==> config.mk <==
export PLATFORM = sky130hd
export DESIGN_NAME = panel_receiver
export DESIGN_NICKNAME = d
export VERILOG_FILES = /design/src/rtl/panel_receiver.sv
export SDC_FILE = /design/constraint.sdc
export NUM_CORES = 1
export LEC_CHECK = 0
export CORE_ASPECT_RATIO = 1.75
export CORE_MARGIN = 1.5
export CORE_UTILIZATION = 25
export CTS_CLUSTER_DIAMETER = 150
export DETAILED_ROUTE_END_ITERATION = 16
export PLACE_DENSITY = 0.5
export SLEW_MARGIN = 20
export SYNTH_ARGS = -nofsm -noshare
export SYNTH_HDL_FRONTEND = slang
export SYNTH_SLANG_ARGS = --single-unit
==> constraint.sdc <==
create_clock -name clk -period 5.25 [get_ports clk]
set_input_delay 1.05 -clock clk [delete_from_list [all_inputs] [get_ports clk]]
set_output_delay 1.05 -clock clk [all_outputs]
set_load 0.01 [all_outputs]
==> src/rtl/panel_receiver.sv <==
// Three-channel serial LED panel receiver: shifts MSB-first frames and commits
// them on latch either as LED values or as a brightness setting.
module panel_receiver #(
  parameter int WIDTH       = 16,
  parameter int BRIGHT_BITS = 8
) (
  input  logic                         clk,
  input  logic                         reset,
  input  logic                         shift,
  input  logic                         latch,
  input  logic                         sel_brightness,
  input  logic                         serial_data_in_red,
  input  logic                         serial_data_in_green,
  input  logic                         serial_data_in_blue,
  output logic [WIDTH-1:0]             vals_red,
  output logic [WIDTH-1:0]             vals_green,
  output logic [WIDTH-1:0]             vals_blue,
  output logic [BRIGHT_BITS-1:0]       brightness,
  output logic                         vals_valid,
  output logic                         bright_valid,
  output logic                         frame_err,
  output logic [$clog2(WIDTH+1)-1:0]   bit_count
);

  localparam int CW = $clog2(WIDTH+1);
  localparam logic [CW-1:0] FULL_COUNT = CW'(WIDTH);

  typedef enum logic [1:0] {IDLE, RECV, FULL, OVER} state_t;

  state_t                 state_reg, state_next;
  logic [CW-1:0]          count_reg, count_next;
  logic [WIDTH-1:0]       red_reg, green_reg, blue_reg;
  logic [WIDTH-1:0]       red_next, green_next, blue_next;
  logic [WIDTH-1:0]       vals_red_next, vals_green_next, vals_blue_next;
  logic [BRIGHT_BITS-1:0] brightness_next;
  logic                   vals_valid_next, bright_valid_next, frame_err_next;

  assign bit_count = count_reg;

  always_comb begin
    state_next        = state_reg;
    count_next        = count_reg;
    red_next          = red_reg;
    green_next        = green_reg;
    blue_next         = blue_reg;
    vals_red_next     = vals_red;
    vals_green_next   = vals_green;
    vals_blue_next    = vals_blue;
    brightness_next   = brightness;
    vals_valid_next   = 1'b0;
    bright_valid_next = 1'b0;
    frame_err_next    = frame_err;

    if (shift) begin
      red_next   = {red_reg[WIDTH-2:0], serial_data_in_red};
      green_next = {green_reg[WIDTH-2:0], serial_data_in_green};
      blue_next  = {blue_reg[WIDTH-2:0], serial_data_in_blue};
      case (state_reg)
        IDLE, RECV: begin
          count_next = count_reg + CW'(1);
          state_next = (count_next == FULL_COUNT) ? FULL : RECV;
        end
        FULL:    state_next = OVER;
        OVER:    state_next = OVER;
        default: state_next = IDLE;
      endcase
    end

    // The latch judges the frame as it stands after any same-cycle shift.
    if (latch) begin
      if (state_next == FULL && !sel_brightness) begin
        vals_red_next   = red_next;
        vals_green_next = green_next;
        vals_blue_next  = blue_next;
        vals_valid_next = 1'b1;
      end else if (state_next == FULL && (red_next >> BRIGHT_BITS) == '0) begin
        brightness_next   = red_next[BRIGHT_BITS-1:0];
        bright_valid_next = 1'b1;
      end else begin
        frame_err_next = 1'b1;
      end
      red_next   = '0;
      green_next = '0;
      blue_next  = '0;
      count_next = '0;
      state_next = IDLE;
    end
  end

  always_ff @(posedge clk) begin
    if (reset) begin
      state_reg    <= IDLE;
      count_reg    <= '0;
      red_reg      <= '0;
      green_reg    <= '0;
      blue_reg     <= '0;
      vals_red     <= '0;
      vals_green   <= '0;
      vals_blue    <= '0;
      brightness   <= '0;
      vals_valid   <= 1'b0;
      bright_valid <= 1'b0;
      frame_err    <= 1'b0;
    end else begin
      state_reg    <= state_next;
      count_reg    <= count_next;
      red_reg      <= red_next;
      green_reg    <= green_next;
      blue_reg     <= blue_next;
      vals_red     <= vals_red_next;
      vals_green   <= vals_green_next;
      vals_blue    <= vals_blue_next;
      brightness   <= brightness_next;
      vals_valid   <= vals_valid_next;
      bright_valid <= bright_valid_next;
      frame_err    <= frame_err_next;
    end
  end

endmodule

==> Word-level counts from Yosys, hierarchy flattened <==
Cells that the tools add are included.
{ "totals": {"ff_bits": 114, "in_bits": 8, "out_inout_bits": 64, "wordCells": 43} }
{ "op_classes": {"n_addsub": 1, "n_eq_ne": 5, "muxes": 8, "bitwise_logic": 3, "n_reduce_logical": 14} }
{ "op_table": {"columns": ["operator", "count"], "rows": [
  ["$mux 16", 3],
  ["$logic_not 16->1", 1],
  ["$reduce_or 2->1", 4],
  ["$eq 2x2->1 const B", 3],
  ["$reduce_and 3->1", 2],
  ["$add 5x1->5 const B", 1],
  ["$eq 5x5->1 const B", 1],
  ["$mux 2", 2],
  ["$pmux 2 s2", 1],
  ["$reduce_and 2->1", 2],
  ["$not 1->1", 3],
  ["$reduce_or 3->1", 1],
  ["$eq 2x1->1 const B", 1],
  ["$logic_and 1x1->1", 2],
  ["$logic_not 2->1", 1],
  ["$mux 1", 2],
  ["$logic_not 1->1", 1]
]} }

==> Longest topological paths before layout <==
{ "logic_depth": {"word_depth": 9, "ltp_mapped": 8, "ltp_nobuf": 5} }

==> Worst setup path after synthesis <==
Ideal clock, no wire load.
{ "synth_timing": {"path_type": "input-to-reg", "start": "input shift", "end": "register bright_valid", "setup_time_ns": 0.128, "arrival_ns": 2.175, "t_required_ns": 5.122, "setup_slack_ns": 2.947, "stages": 8, "n_path_buf": 3, "path_cell_list": "buf_4 > mux2i_1 > and3_1 > and2_1 > buf_4 > and3_4 > buf_6 > nor2b_1"} }
{ "synth_between": {"elab_chain_cells": 4, "word_cells_on_any_way": 8, "classes_between": "eq/ne: 1; mux: 3; reduce/logical: 4"} }
{ "synth_rtl": {"columns": ["item", "line_no", "rtl"], "rows": [
  ["start: declaration", "9", "input logic shift,"],
  ["$mux 16 or $mux 2 (tied branches)", "54", "if (shift) begin"],
  ["$logic_not 16->1 or $eq 2x2->1 (tied branches)", "76, 71", null],
  ["$logic_and 1x1->1, on equally long branches", "76, 71", null],
  ["$mux 1 or $reduce_or 3->1 (tied branches)", null, null],
  ["end signal: assignment", "115", "bright_valid <= bright_valid_next;"],
  ["end: declaration", "20", "output logic bright_valid,"]
]} }
Parallel ways exist; a longest one is shown, timed or not.
A chain may end at the register's enable or synchronous reset.

==> Worst setup path after layout <==
{ "layout_timing": {"start": "input latch", "end": "register vals_blue[10]"} }
{ "layout_between": {"elab_chain_cells": 1} }
{ "layout_rtl": {"columns": ["item", "line_no", "rtl"], "rows": [
  ["start: declaration", "10", "input logic latch,"],
  ["$reduce_and 2->1 (no source line)", null, null],
  ["end signal: assignment", "112", "vals_blue <= vals_blue_next;"],
  ["end: declaration", "17", "output logic [WIDTH-1:0] vals_blue,"]
]} }
No other way between the ends.

==> impl_results.md <==
* Floorplan core area at around 0.018 sq mm
* Critical-path maximum fanout at 29
* Row Count at 64
* Kind of launch point of the worst setup path: input port
* Proportion of synthesized chip area in sequential cells at 50.78%
* Via count of the first global-routing pass at 3,432
* Routed length per placed instance at approximately 16 microns
* Chip Height at roughly 180 microns
* Count of cells along the worst register-to-register path at 6
* CP Data Required Time at between 5 and 6 ns
* Synthesized cell area at around 0.0045 sq mm
* Area grow syn2layout at 33.13%
* Share of cells above drive strength 1 at a little under a quarter
* Worst hold path startpoint: frame_err
* Number of antenna diodes at 0
* Horizontal die dimension at about 100 microns
* Number of search-and-repair iterations in the first detailed-routing pass at 4
* Gr ovfl total at 0
* Largest net degree at the start of global routing at 60
* Violation count after the first detailed-routing iteration at 132
* Initial antenna violation count at 0
* R2R Path End: bright_valid
* Leakage Power at roughly 2.0 nW
* Result of the run: finished, final reports clean
* Sink Count at around 110
* Avg Inst Size Synth at approximately 11 sq um
* Count of warnings emitted by yosys at 0
* WL final at 11,350 microns
* Remaining number of nets flagged by the antenna check after routing at 0
* Arrival time at the worst endpoint at roughly 3.3 ns
* Count of input and output buffers at a little over 70
* Number of hold-slack violations in the final timing report at 0
* Top post-synthesis cells by count: dfxtp_1 (114), nor2_1 (57), mux2i_1 (50)
* Number of max-slew violations in the final report at 0
* Post CTS Setup Buffer Count at 0
* Highest Clock Rate at about 330 MHz
* Total routing resource utilization after global routing at 12.59%
* Syn_nets at between 400 and 500
* Final-report setup violation count at 0
* TritonCTS clock tree: built
* Setup repair after global routing missed its margin: no
* Count of flip-flops with a built-in enable after synthesis at 0
* Wire length of the first global-routing pass at around 18,000 microns
* Total number of H-tree levels at 4
* Setup TNS at 0 ns
* Yosys top cell by area: dfxtp_1
* Initial core utilization at about a quarter
* Min cycle time layout at between 3 and 4 ns
* Kind of path behind the tightest hold check: flop to flop
* Clock root buffer: clkbuf_16
* Vias at approximately 3,300
* Instance count of the mapped netlist at a little over 400
* Async S/R FF share, synth at 0%
* Power density over the cells at about 370 mW/mm^2
* Area enclosed by the die boundary at between 0.015 and 0.02 sq mm
* Top_reg_cell synth: dfxtp_1
* Top-count cell post-synth: dfxtp_1
* Number of fillers in the final layout at 1,751
* Area share of the leading cell type in the synthesized netlist at 50.78%
* Count of unique library cells instantiated by Yosys at 33
* Number of buffers added by the clock tree synthesis step at 17
* Setup slack of the critical path after layout at between 2 and 2.5 ns
* #FFs+latches synth at 114
* Largest clock skew in the final design at 0.007984 ns
* Number of nets at the end of the flow at between 400 and 500
* Maximum resistive drop on vdd at ~0.18 mV
* Post-route fraction of the period consumed by the critical path at about three fifths
* Latest clock arrival within the worst-skew pair at ~0.4 ns
* Headroom to the max-slew limit at approximately a quarter
* Worst min-delay path endpoint: frame_err
* Tightest Pin Transition at 1.119 ns
* Number of buffers between clock root and the deepest sink at 2
* Inst Count DP at between 600 and 700
* Number of design rule violations left after detail routing at 0
* Endpoint type of the worst setup path: flop
* Top-level I/O count at 72
* Clock transition at the registers of the reported paths at 0.05 ns
* WHS Path Cells at 2
* Cell types with the largest area share after synthesis: dfxtp_1 (51%), a211oi_2 (13%), mux2i_1 (11%)
* Setup slack on the worst flop-to-flop path at 2.47 ns
* Global placement routability congestion at between 0.7 and 0.8
* Total Power at around 2.2 mW
* Worst Setup Slack post-DPL at roughly 1.8 ns
* Resized cells post-CTS at 0
* Reg-to-reg startpoint: bit_count[1]
* Final cell count without fillers at just over 700
* Hpwl dp at 7386 microns
* Max-Cap Viols at 0
* Routed vias/inst at 4.625
* Cts-stage hold buffer count at 0
* Kind of critical path: input port to flop
## stage by stage
stage          util, %  area (sq um)  hold slack [ns]
2_1_floorplan        -          4494           0.4696
3_3_place_gp     30.32          5318           0.4707
3_5_place_dp     30.32          5318           0.4676
4_1_cts          34.10          5981           0.4754
5_1_grt          34.12          5983           0.5130
6_report         34.12          5983           0.4792
## metal layers
metal	GRT usage (%)	share of wire (%)	wire length [microns]
met1	12.93	40	4535
met2	22.76	53	6049
met3	3.508	4.0	459
met4	6.889	2.7	301
met5	0	0	0
## cells by family after synthesis
| kind of cell | synth area share, % |
|---|---|
| AOI/OAI and AO/OA | 24.05 |
| DFF | 50.78 |
| and+or+nand+nor | 7.600 |
| muxes | 11.14 |
| buffers and inverters | 5.373 |
| xor gates and xnor gates | 0.7797 |
| adders and majority gates | 0.2784 |
## how the worst max path moves through the flow
stage               startpoint       endpoint  slack, ns
finish                   latch  vals_blue[10]       2.19
global route             latch  vals_blue[10]       2.04
CTS                      latch  vals_blue[10]       2.19
detailed placement       latch  vals_blue[10]       1.75
global placement         latch   vals_blue[9]       1.83
floorplan                shift   bright_valid       2.95
## worst max-delay path: stages
cell and delay (ns):
clkdlybuf4s50_1 0.74, nor2b_4 0.64, inv_1 0.18, nor2_4 0.12, buf_4 0.41, a211oi_1 0.14
## report_power, final
part | internal (mW) | total, mW | switching [mW]
clock network | 0.891 | 1.29 | 0.396
registers | 0.868 | 0.870 | 0.00200
logic | 0.0196 | 0.0649 | 0.0454
## layout by cell type, fill, tap and decap left out, types with 2 or more instances in the layout
cell type | Yosys | routed
dfxtp_1 | 114 | 114
clkdlybuf4s50_1 | 0 | 69
nor2_1 | 57 | 57
mux2i_1 | 50 | 50
a211oi_2 | 48 | 48
a21oi_1 | 30 | 30
a21oi_2 | 21 | 21
clkbuf_16 | 0 | 17
a31oi_1 | 8 | 8
a211oi_1 | 8 | 8
buf_4 | 6 | 6
bufinv_16 | 0 | 5
nor3_1 | 4 | 4
clkbuf_8 | 0 | 4
nor2b_1 | 4 | 3
xor2_1 | 3 | 3
nand2_1 | 2 | 2
inv_1 | 2 | 2
nand4_1 | 2 | 2
clkbuf_1 | 17 | 2
clkinv_2 | 0 | 2
clkinvlp_4 | 0 | 2
## area by class of cell
cell class                 instances  area [sq um]  share of cell area [%]
timing repair buffer              77         760.7                   12.71
multi-input combinational        250          1981                   33.10
inverter                           2         7.507                  0.1255
clock inverter                     9         175.2                   2.928
clock buffer                      23         488.0                   8.156
tap                              231         289.0                   4.831
sequential                       114          2282                   38.14
No activity file was read; power rests on OpenSTA's default activity.
